[src/rtl/arb_pkg.sv]
// ---------------------------------------------------------------------------
// arb_pkg
//
// Shared definitions for the round-robin arbiter slice.
//
// Contents:
//   arb_state_t      - arbiter FSM state (IDLE=0, GRANT=1, GAP=2)
//   MAX_HOLD_DEFAULT - default tenure limit in grant cycles
//   HOLD_W           - width of the per-tenure hold counter
// ---------------------------------------------------------------------------
package arb_pkg;

    typedef enum logic [1:0] {
        IDLE  = 2'd0,
        GRANT = 2'd1,
        GAP   = 2'd2
    } arb_state_t;

    localparam int MAX_HOLD_DEFAULT = 16;

    // Wide enough for the largest legal MAX_HOLD (255).
    // The count stops at MAX_HOLD-1, so it never wraps.
    localparam int HOLD_W = 8;

endpackage : arb_pkg

[src/rtl/rr_pick.sv]
// ---------------------------------------------------------------------------
// rr_pick
//
// Purely combinational rotate-and-pick stage of the round-robin arbiter.
// Scans the request vector from index ptr upward and wraps from NUM_REQ-1
// back to 0. It reports the first set bit it finds.
//
// Parameters:
//   NUM_REQ   - number of requesters (2..8)
//   ID_W      - width of an requester index
//
// Ports:
//   req       in   NUM_REQ  request vector
//   ptr       in   ID_W     index where the scan starts (highest priority)
//   winner    out  NUM_REQ  one-hot winner, zero when nothing is requested
//   winner_id out  ID_W     index of the winner, zero when nothing found
//   found     out  1        high when any request bit is set
// ---------------------------------------------------------------------------
module rr_pick #(
    parameter int NUM_REQ = 4,
    parameter int ID_W    = $clog2(NUM_REQ)
) (
    input  logic [NUM_REQ-1:0] req,
    input  logic [ID_W-1:0]    ptr,
    output logic [NUM_REQ-1:0] winner,
    output logic [ID_W-1:0]    winner_id,
    output logic               found
);

    // ptr is always below NUM_REQ and the offset is below NUM_REQ.
    // A single conditional subtraction therefore gives the modulo.
    // This also holds for a requester count that is not a power of two.
    always_comb begin
        int              cand;
        logic [ID_W-1:0] cand_id;

        winner    = '0;
        winner_id = '0;
        found     = 1'b0;
        cand      = 0;
        cand_id   = '0;

        for (int off = 0; off < NUM_REQ; off++) begin
            cand = int'(ptr) + off;
            if (cand >= NUM_REQ) begin
                cand = cand - NUM_REQ;
            end
            cand_id = ID_W'(cand);
            if (!found && req[cand_id]) begin
                found           = 1'b1;
                winner[cand_id] = 1'b1;
                winner_id       = cand_id;
            end
        end
    end

endmodule : rr_pick

[src/rtl/round_robin_arbiter.sv]
// ---------------------------------------------------------------------------
// round_robin_arbiter
//
// Round-robin arbiter with a bounded tenure. The arbiter picks a new owner
// from IDLE or GAP. That owner keeps the grant while it requests, for at
// most MAX_HOLD cycles. When the tenure ends, the arbiter inserts one
// zero-grant GAP cycle. The rotation pointer then moves past the owner.
//
// Parameters:
//   NUM_REQ  - number of requesters (2..8)
//   MAX_HOLD - maximum consecutive grant cycles per tenure (2..255)
//
// Ports:
//   clock    in   1        rising-edge clock
//   reset    in   1        asynchronous, active-high reset
//   req      in   NUM_REQ  level-held request vector
//   gnt      out  NUM_REQ  registered one-hot-or-zero grant
//   gnt_id   out  ID_W     index of the current owner, 0 when idle
//   busy     out  1        high whenever gnt is nonzero
//   timeout  out  1        one-cycle pulse when MAX_HOLD cuts a tenure
// ---------------------------------------------------------------------------
module round_robin_arbiter
    import arb_pkg::*;
#(
    parameter  int NUM_REQ  = 4,
    parameter  int MAX_HOLD = MAX_HOLD_DEFAULT,
    localparam int ID_W     = $clog2(NUM_REQ)
) (
    input  logic               clock,
    input  logic               reset,
    input  logic [NUM_REQ-1:0] req,
    output logic [NUM_REQ-1:0] gnt,
    output logic [ID_W-1:0]    gnt_id,
    output logic               busy,
    output logic               timeout
);

    localparam logic [HOLD_W-1:0] HOLD_LAST = HOLD_W'(MAX_HOLD - 1);
    localparam logic [ID_W-1:0]   LAST_ID   = ID_W'(NUM_REQ - 1);

    arb_state_t           state;
    logic [ID_W-1:0]      ptr;
    logic [HOLD_W-1:0]    hold_cnt;

    logic [NUM_REQ-1:0]   pick_gnt;
    logic [ID_W-1:0]      pick_id;
    logic                 pick_found;

    rr_pick #(
        .NUM_REQ (NUM_REQ),
        .ID_W    (ID_W)
    ) u_pick (
        .req       (req),
        .ptr       (ptr),
        .winner    (pick_gnt),
        .winner_id (pick_id),
        .found     (pick_found)
    );

    // gnt_id keeps the current owner during GRANT.
    // So req[gnt_id] is the live request of the owner.
    // timeout is loaded from that bit when a tenure ends:
    //   - the owner dropped its request: no pulse;
    //   - the hold limit cut the tenure: one pulse.
    // The pointer only moves when the arbiter leaves GRANT.
    always_ff @(posedge clock or posedge reset) begin
        if (reset) begin
            state    <= IDLE;
            ptr      <= '0;
            hold_cnt <= '0;
            gnt      <= '0;
            gnt_id   <= '0;
            busy     <= 1'b0;
            timeout  <= 1'b0;
        end else begin
            timeout <= 1'b0;
            case (state)
                IDLE, GAP: begin
                    if (pick_found) begin
                        state    <= GRANT;
                        gnt      <= pick_gnt;
                        gnt_id   <= pick_id;
                        busy     <= 1'b1;
                        hold_cnt <= '0;
                    end else begin
                        state    <= IDLE;
                        gnt      <= '0;
                        gnt_id   <= '0;
                        busy     <= 1'b0;
                    end
                end
                GRANT: begin
                    if (!req[gnt_id] || (hold_cnt == HOLD_LAST)) begin
                        state   <= GAP;
                        gnt     <= '0;
                        gnt_id  <= '0;
                        busy    <= 1'b0;
                        timeout <= req[gnt_id];
                        ptr     <= (gnt_id == LAST_ID) ? '0 : gnt_id + 1'b1;
                    end else begin
                        hold_cnt <= hold_cnt + 1'b1;
                    end
                end
                default: begin
                    state    <= IDLE;
                    gnt      <= '0;
                    gnt_id   <= '0;
                    busy     <= 1'b0;
                end
            endcase
        end
    end

endmodule : round_robin_arbiter

[config.mk]
export PLATFORM = sky130hd
export DESIGN_NAME = round_robin_arbiter
export DESIGN_NICKNAME = d
export VERILOG_FILES = /design/src/rtl/arb_pkg.sv /design/src/rtl/rr_pick.sv /design/src/rtl/round_robin_arbiter.sv
export SDC_FILE = /design/constraint.sdc
export NUM_CORES = 1
export LEC_CHECK = 0
export ABC_AREA = 1
export CAP_MARGIN = 10
export CORE_AREA = 4 4 74 76
export DETAILED_ROUTE_END_ITERATION = 10
export DIE_AREA = 0 0 78 80
export PLACE_DENSITY_LB_ADDON = 0.2
export SYNTH_ARGS = -nofsm -noshare
export SYNTH_HDL_FRONTEND = slang
export SYNTH_SLANG_ARGS = --single-unit
[constraint.sdc]
create_clock -name clock -period 3.9 [get_ports clock]
set_input_delay 0.78 -clock clock [delete_from_list [all_inputs] [get_ports clock]]
set_output_delay 0.78 -clock clock [all_outputs]
set_load 0.01 [all_outputs]
# After elaboration in Yosys (flattened, before gate mapping)
# Cells that the tools add are included.
# W data, S select, Z words.
# word_totals
out_inout_bits	8
elab_cells	108
register_bits	20
# op_classes
addsub	9
magnitude_cmp	13
n_eq_ne	7
bitwise	3
n_reduce_logical	17
muxes	52
# ops
op	count
$mux W2	12
$mux W4	6
$mux W1	18
$mux W8	2
$pmux W8 S2	1
$lt A2 B3 Y1 const B	5
$or A4 B4 Y4	3
$bmux W1 S2	5
$ge A3 B3 Y1 const B	3
$add A8 B1 Y8 const B	1
$demux W1 S2	4
$eq A8 B4 Y1 const B	1
$ge A2 B1 Y1 const B	4
$pmux W2 S2	2
$pmux W4 S2	1
$sub A2 B1 Y2 const B	4
$logic_and A1 B1 Y1	7
$add A2 B2 Y3 const B	2
$ne A2 B2 Y1 const B	3
$eq A2 B2 Y1 const B	2
$logic_not A1 Y1	4
$add A2 B1 Y3 const B	1
$ge A2 B3 Y1 const B	1
$reduce_and A3 Y1	1
other kinds (8)	8

# Longest topological paths before layout
# Gate-level depths: netlist (run 1).
# depth
depth_word	16
mapped_depth	11
ltp_nobuf	11

# Cells and area by module
# A second synthesis (run 1) with hierarchy kept.
# unflattened
cells_unflattened	213
hier_area_um2	1488.9
# by_module_without_submodules
mod	area_each_um2	cells_per_inst	n_inst	seq_area_each_um2
round_robin_arbiter	1048.5	139	1	500.5
rr_pick	440.4	74	1	0.0

# Worst setup path before layout (run 1)
# No wires, ideal clock.
# synth_path
path_kind	register -> register
from	reg ptr[0]
to	reg hold_cnt[3]
synth_period_minus_slack_ns	1.704
setup_time_ns	0.117
path_stages_with_launch	12
slack_ns	2.196
arrival_ns	1.587
n_path_buf	0
cell_sequence	dfrtp_1 > inv_2 > ha_1 > inv_1 > nand2_1 > nand2_1 > nor2_4 > nand3_2 > nand2_4 > nand2_4 > nand2_1 > nand2_1
# synth_between
elab_chain_cells	16
# synth_rtl
element	line	rtl
from (decl)	round_robin_arbiter.sv:42	logic [ID_W-1:0] ptr;
from (signal assigned)	round_robin_arbiter.sv:99	ptr <= (gnt_id == LAST_ID) ? '0 : gnt_id + 1'b1;
parallel branches: the longest is 13 deep, another holds $add A2 B1 Y3	n/a	
$mux W1 (*)	rr_pick.sv:49	if (!found && req[cand_id]) begin
$ne A2 B2 Y1 (no line) (*)	n/a	
$reduce_and A3 Y1 (no line) (*)	n/a	
to (signal assigned)	round_robin_arbiter.sv:101	hold_cnt <= hold_cnt + 1'b1;
to (decl)	round_robin_arbiter.sv:43	logic [HOLD_W-1:0] hold_cnt;
# Mark *: on every way between the ends. The select of a mux whose other input is x is not followed.
# A chain may end at the register's enable or synchronous reset.

# Final worst setup path (run 1)
# layout_path
from	in req[3]
to	reg gnt_id[0]
# layout_between
elab_chain_cells	14
# layout_rtl
element	line	rtl
from (decl)	round_robin_arbiter.sv:31	input logic [NUM_REQ-1:0] req,
$bmux W1 S2	rr_pick.sv:49	
$mux W1 (implied by the code)	rr_pick.sv:49	
$mux W1	rr_pick.sv:49	
$logic_not A1 Y1	rr_pick.sv:49	
$logic_and A1 B1 Y1	rr_pick.sv:49	
$mux W1	rr_pick.sv:49	
$logic_not A1 Y1	rr_pick.sv:49	
$logic_and A1 B1 Y1	rr_pick.sv:49	
$mux W1	rr_pick.sv:49	
$logic_not A1 Y1	rr_pick.sv:49	
$logic_and A1 B1 Y1	rr_pick.sv:49	
$mux W2 / $mux W1 (equally long branches)	rr_pick.sv:49	
$mux W2	round_robin_arbiter.sv:79	if (pick_found) begin
$pmux W2 S2	round_robin_arbiter.sv:77	case (state)
to (signal assigned)	round_robin_arbiter.sv:82	gnt_id <= pick_id;
to (decl)	round_robin_arbiter.sv:33	output logic [ID_W-1:0] gnt_id,
# Several ways; a longest one is shown, not always the timed one. The select of a mux whose other input is x is not followed.

==> results.ini, run 1 <==
[finish]
drive_gt1_frac=0.0948
final_cells=278
post-route-util=0.354
antennaDiodeCount=0
nFillCells=507
area_growth_syn_to_layout_pct=18.6
nets=227

[detailed_routing]
drc=0
drtPass1Iterations=4
wl_um=3090
vias_per_cell=4.52
vias=1256
drt_iter0_drc=93
antenna_left=0
wl_per_cell_um=11.1

[critical_path]
reg2regPathDepth=11
crit_path_max_fanout=12
required_ns=4.06
crit_path_cell_trace=clkdlybuf4s50_1 -> inv_1 -> nand2_1 -> nand3_2 -> nand2_2 -> nor2_4 -> nand3_2 -> nand2_4 -> inv_2 -> nand3_1 -> nand2_1
slowest_stage=clkdlybuf4s50_1
rr_endpoint=gnt_id[0]
r2r_slack_ns=1.78
crit_type=input pin to flop
max_stage_delay_ns=0.42
worstSetupEndpointType=flop
critPathLaunchType=input pin
rr_startpoint=ptr[0]
cp.arrival_ns=2.34

[sta]
setup_viol=0
fin_crit_ns=2.18
tns_ns=0
skew_ns=0.00588
hold_viol_final=0
max_slew.worst_pin.slew_ns=0.776
relSlewSlack=0.482
setup_ws_ns=1.72
rsz0062_at_grt=false
min_period_over_period=0.558
final_max_slew_viol_count=0
timing.fmax_mhz=460

[clocking]
holdBufCountCts=0
cts_tree=yes
numCtsBuffers=3
cts_max_path_buffers=2
cts_root_buf=clkbuf_8
insertion_delay_ns=0.27
h-tree-depth=1
cts_resized=0
post_cts_buffers=0
clkSlewWorstSetupHoldPaths_ns=0.07
numClockSinks=20

[global_route]
grtUsageMet3=0.0260
grt_util_met1=0.135
grt_max_degree=21
grt_usage=0.104
gr-total-overflow=0
grt_pass1_vias=1109
grtUsageMet2=0.166
busiest_layer=met2
antenna_found_initial=0
grt_pass1_wl_um=5180

[worst_hold_path]
whs_path_depth=2
hold_path_end=busy
min_from=busy
hold_path.class=flop to flop

[yosys]
synth_seq_cells=20
netlist.area_leader.share=0.355
yosysWarnings=0
avgSynthCellArea_sq_um=7.19
yosysUniqueCellTypes=23
synth_area_leaders=dfrtp_1 36%, nand2_1 18%, nand3_1 8.5%
synth.largest_area_cell=dfrtp_1
synthCells=196
mappedNetlistNets=211
syn_area_sq_um=1410
ys_seq_area_frac=0.355

[pwr]
power.leakage_nw=0.846
p_per_area_nw_per_um2=757
power.total_mw=1.27
ir_drop_v=0.000167

[placed_design]
post-place-ws_ns=1.42
placed_cells=274
hpwl_um=2320
io_buffers=13
place.gp.congestion=0.838

[die]
dieArea_sq_um=6240
coreArea_sq_um=4720
die_w_um=78
core.rowCount=25
initial_core_util=0.298
io_pins=14
die_h_um=80

[status]
outcome=finished clean

[job]
max-cap-violations=0

[critical path: cells and delay by family]
| family | cells | cell delay [ns] |
|---|---|---|
| AND/OR/NAND/NOR | 8 | 0.98 |
| buffers and inverters | 3 | 0.57 |
[synth_stat cells]
| cell | instances |
|---|---|
| nand2_1 | 67 |
| nand3_1 | 24 |
| dfrtp_1 | 20 |
| inv_1 | 18 |
| nor2_1 | 16 |
| ha_1 | 9 |
| nand4_1 | 6 |
| a21boi_0 | 4 |
| a21oi_1 | 4 |
| inv_2 | 4 |
| nand2_2 | 3 |
| nand2_4 | 3 |
| nand3_2 | 3 |
| buf_6 | 2 |
| nor2_2 | 2 |
| nor3b_1 | 2 |
| o21ai_0 | 2 |
| o21ai_1 | 2 |
| nor2_4 | 1 |
| nor4_1 | 1 |
| o211ai_1 | 1 |
| o21bai_1 | 1 |
| xor2_1 | 1 |
[layout make-up]
class	count	area, sq um	area share
flip-flops and latches	20	500	0.299
multi-input cells	152	803	0.481
well taps	67	83.8	0.0501
repair buffers	13	130	0.0778
clock inverters	1	30.0	0.0180
clock buffers	3	41.3	0.0247
inverters	22	82.6	0.0494
[cells by family after synthesis]
group / share of synthesized area
simple gates: 0.424
buf+inv: 0.0746
flops: 0.355
compound gates: 0.0604
fa+ha+maj: 0.0799
xor+xnor: 0.00622
[worst max path at each step]
stage | startpoint | end | cells past startpoint
detailed placement | req[3] | gnt_id[0] | 11
finish | req[3] | gnt_id[0] | 11
floorplan | ptr[0] | hold_cnt[3] | 11
CTS | req[3] | gnt_id[0] | 11
global placement | req[3] | hold_cnt[5] | 11
global route | ptr[0] | hold_cnt[5] | 11
[flip-flops by register name, summed over array words and instances, names as in the netlist]
register / flops
gnt_id: 2
busy: 1
state: 2
timeout: 1
gnt: 4
hold_cnt: 8
ptr: 2
[metrics by stage]
| stage | hold slack (ns) | area (sq um) |
|---|---|---|
| global placement | 0.477 | 1600 |
| CTS | 0.488 | 1670 |
| global route | 0.498 | 1670 |
| floorplan | 0.496 | 1410 |
| detailed placement | 0.469 | 1600 |
| finish | 0.483 | 1670 |
[report_power, final]
part | internal (mW) | switching (mW) | leakage [nW]
Combinational | 0.246 | 0.483 | 0.545
Clock | 0.137 | 0.0751 | 0.0357
Sequential | 0.263 | 0.0611 | 0.265
Total | 0.647 | 0.619 | 0.846
[placed cells by master, fill, tap and decap left out]
cell             Yosys  routed
dfrtp_1             20      20
inv_2                4       4
nor3b_1              2       2
clkbuf_8             0       3
nor4_1               1       1
nor2_2               2       2
o21ai_1              2       2
bufinv_16            0       1
a21boi_0             4       4
a21oi_1              4       4
clkdlybuf4s50_1      0      13
o21bai_1             1       1
nand2_1             67      67
o211ai_1             1       1
o21ai_0              2       2
nor2_1              16      16
nand2_4              3       3
nand3_1             24      24
nor2_4               1       1
xor2_1               1       1
nand3_2              3       3
ha_1                 9       9
inv_1               18      18
nand2_2              3       3
nand4_1              6       6
[routing by layer]
layer / vias up / wire (um)
li1: 660 / -
met1: 555 / 1470
met2: 35 / 1400
met3: 6 / 157
met4: 0 / 64
met5: - / 0
Note: power is estimated with default switching activity, not from simulation.
==> run 2, diff against run 1 <==
==> constraint.sdc (replaced) <==
create_clock -name clock -period 2.2 [get_ports clock]
set_input_delay 0.44 -clock clock [delete_from_list [all_inputs] [get_ports clock]]
set_output_delay 0.44 -clock clock [all_outputs]
set_load 0.01 [all_outputs]
==> results.ini, run 2 (same netlist as run 1, synthesis figures left out) <==
[status]
outcome=finished clean

[sta]
hold_viol_final=0
timing.fmax_mhz=550
skew_ns=0.00575
relSlewSlack=0.799
min_period_over_period=0.827
setup_viol=0
fin_crit_ns=1.82
tns_ns=0
final_max_slew_viol_count=0
max_slew.worst_pin.slew_ns=0.302
rsz0062_at_grt=false

[clocking]
h-tree-depth=1
cts_max_path_buffers=2
numCtsBuffers=3
post_cts_buffers=0
clkSlewWorstSetupHoldPaths_ns=0.07
holdBufCountCts=0
cts_resized=0
insertion_delay_ns=0.25
cts_tree=yes
numClockSinks=20
cts_root_buf=clkbuf_8

[die]
die_h_um=80
die_w_um=78
io_pins=14
core.rowCount=25
initial_core_util=0.298
coreArea_sq_um=4720
dieArea_sq_um=6240

[global_route]
grt_util_met1=0.142
grt_pass1_wl_um=5420
grtUsageMet2=0.173
busiest_layer=met2
antenna_found_initial=0
gr-total-overflow=0
grtUsageMet3=0.0260
grt_usage=0.106
grt_max_degree=21
grt_pass1_vias=1176

[finish]
reg_top3=hold_cnt: 8 flops, gnt: 4 flops
register_area_sq_um=500
area_growth_syn_to_layout_pct=20.2
finalInstanceArea_sq_um=1690
layout_commonest_cell=nand2_1
drive_gt1_frac=0.120
multi_input_area_sq_um=803
final_cell_mix=67 x nand2_1, 24 x nand3_1, 20 x dfrtp_1
largest-register=hold_cnt
largest_reg_flops=8
nFillCells=506
antennaDiodeCount=0
final_cells=284
nets=234

[pwr]
p_seq_frac=0.251
p_switching_mw=1.09
comb_power_share=0.644
p_sw_frac=0.495
ir_drop_v=0.000360
clkPwrFrac=0.106
p_per_area_nw_per_um2=1300
power.total_mw=2.21
p_int_mw=1.11
power.leakage_nw=0.865

[critical_path]
critPathLaunchType=flop
crit_type=flop to flop
crit_path_cell_trace=inv_2 -> ha_1 -> inv_1 -> nand2_1 -> nand2_1 -> nor2_4 -> nand3_2 -> nand2_4 -> nand2_4 -> nand2_1 -> nand2_1
path_buf_inv=2
critical_path.most_common_cell=nand2_1
cp.arrival_ns=1.96
crit_family=simple AND/OR/NAND/NOR gates
crit_path_max_fanout=10
worstSetupEndpointType=flop
slowest_stage=dfrtp_1
required_ns=2.34
max_stage_delay_ns=0.52

[job]
max-cap-violations=0

[detailed_routing]
vias=1261
drt_iter0_drc=42
wl_um=3090
antenna_left=0
drtPass1Iterations=4
drc=0
vias_per_cell=4.44
wl_per_cell_um=10.9

[placed_design]
place_area_sq_um=1650
placed_cells=281
io_buffers=13
place.gp.congestion=0.742
hpwl_um=2370

[worst_hold_path]
hold_path.class=flop to flop

[run 2: stage by stage]
stage | worst slack, ns | utilization | hold WS (ns)
6_report | 0.381 | 0.359 | 0.480
5_1_grt | 0.211 | 0.359 | 0.507
4_1_cts | 0.361 | 0.359 | 0.486
3_5_place_dp | 0.172 | 0.350 | 0.466
3_3_place_gp | 0.170 | 0.350 | 0.462
2_1_floorplan | 0.496 | - | 0.404
[run 2: power by group through the flow]
stage	Sequential [mW]	Clock (mW)	Combinational [mW]
finish	0.553	0.233	1.42
floorplan	0.576	0	1.01
global route	0.571	0.264	1.60
global placement	0.563	0	1.45
detailed placement	0.559	0	1.43
CTS	0.553	0.246	1.44
[run 2: final timing paths]
check / startpoint / endpoint / slack (ns) / cells past startpoint
max in group asynchronous: reset / gnt_id[1] / 1.48 / 3
min: gnt[0] / gnt[0] / 0.48 / 2
max: ptr[1] / hold_cnt[3] / 0.38 / 11
max reg2reg: ptr[1] / hold_cnt[3] / 0.38 / 11
min in group asynchronous: reset / hold_cnt[7] / 0.51 / 3
min reg2reg: gnt[0] / gnt[0] / 0.48 / 2
[run 2: worst min-delay path: cells and delay by family (launching register included)]
family           cells  cell delay, ns
AND/OR/NAND/NOR      2            0.10
flip-flops           1            0.35
[run 2: routing by layer]
metal  wire length (um)  vias up
met5                  0        -
met1               1620      567
li1                   -      674
met2               1360       16
met3                 78        4
met4                 36        0
[run 2: layout make-up]
cell class                 count  share of cell area
clock buffer                   3              0.0244
tap                           67              0.0495
inverter                      22              0.0487
timing repair buffer          20               0.108
sequential                    20               0.295
multi-input combinational    152               0.474
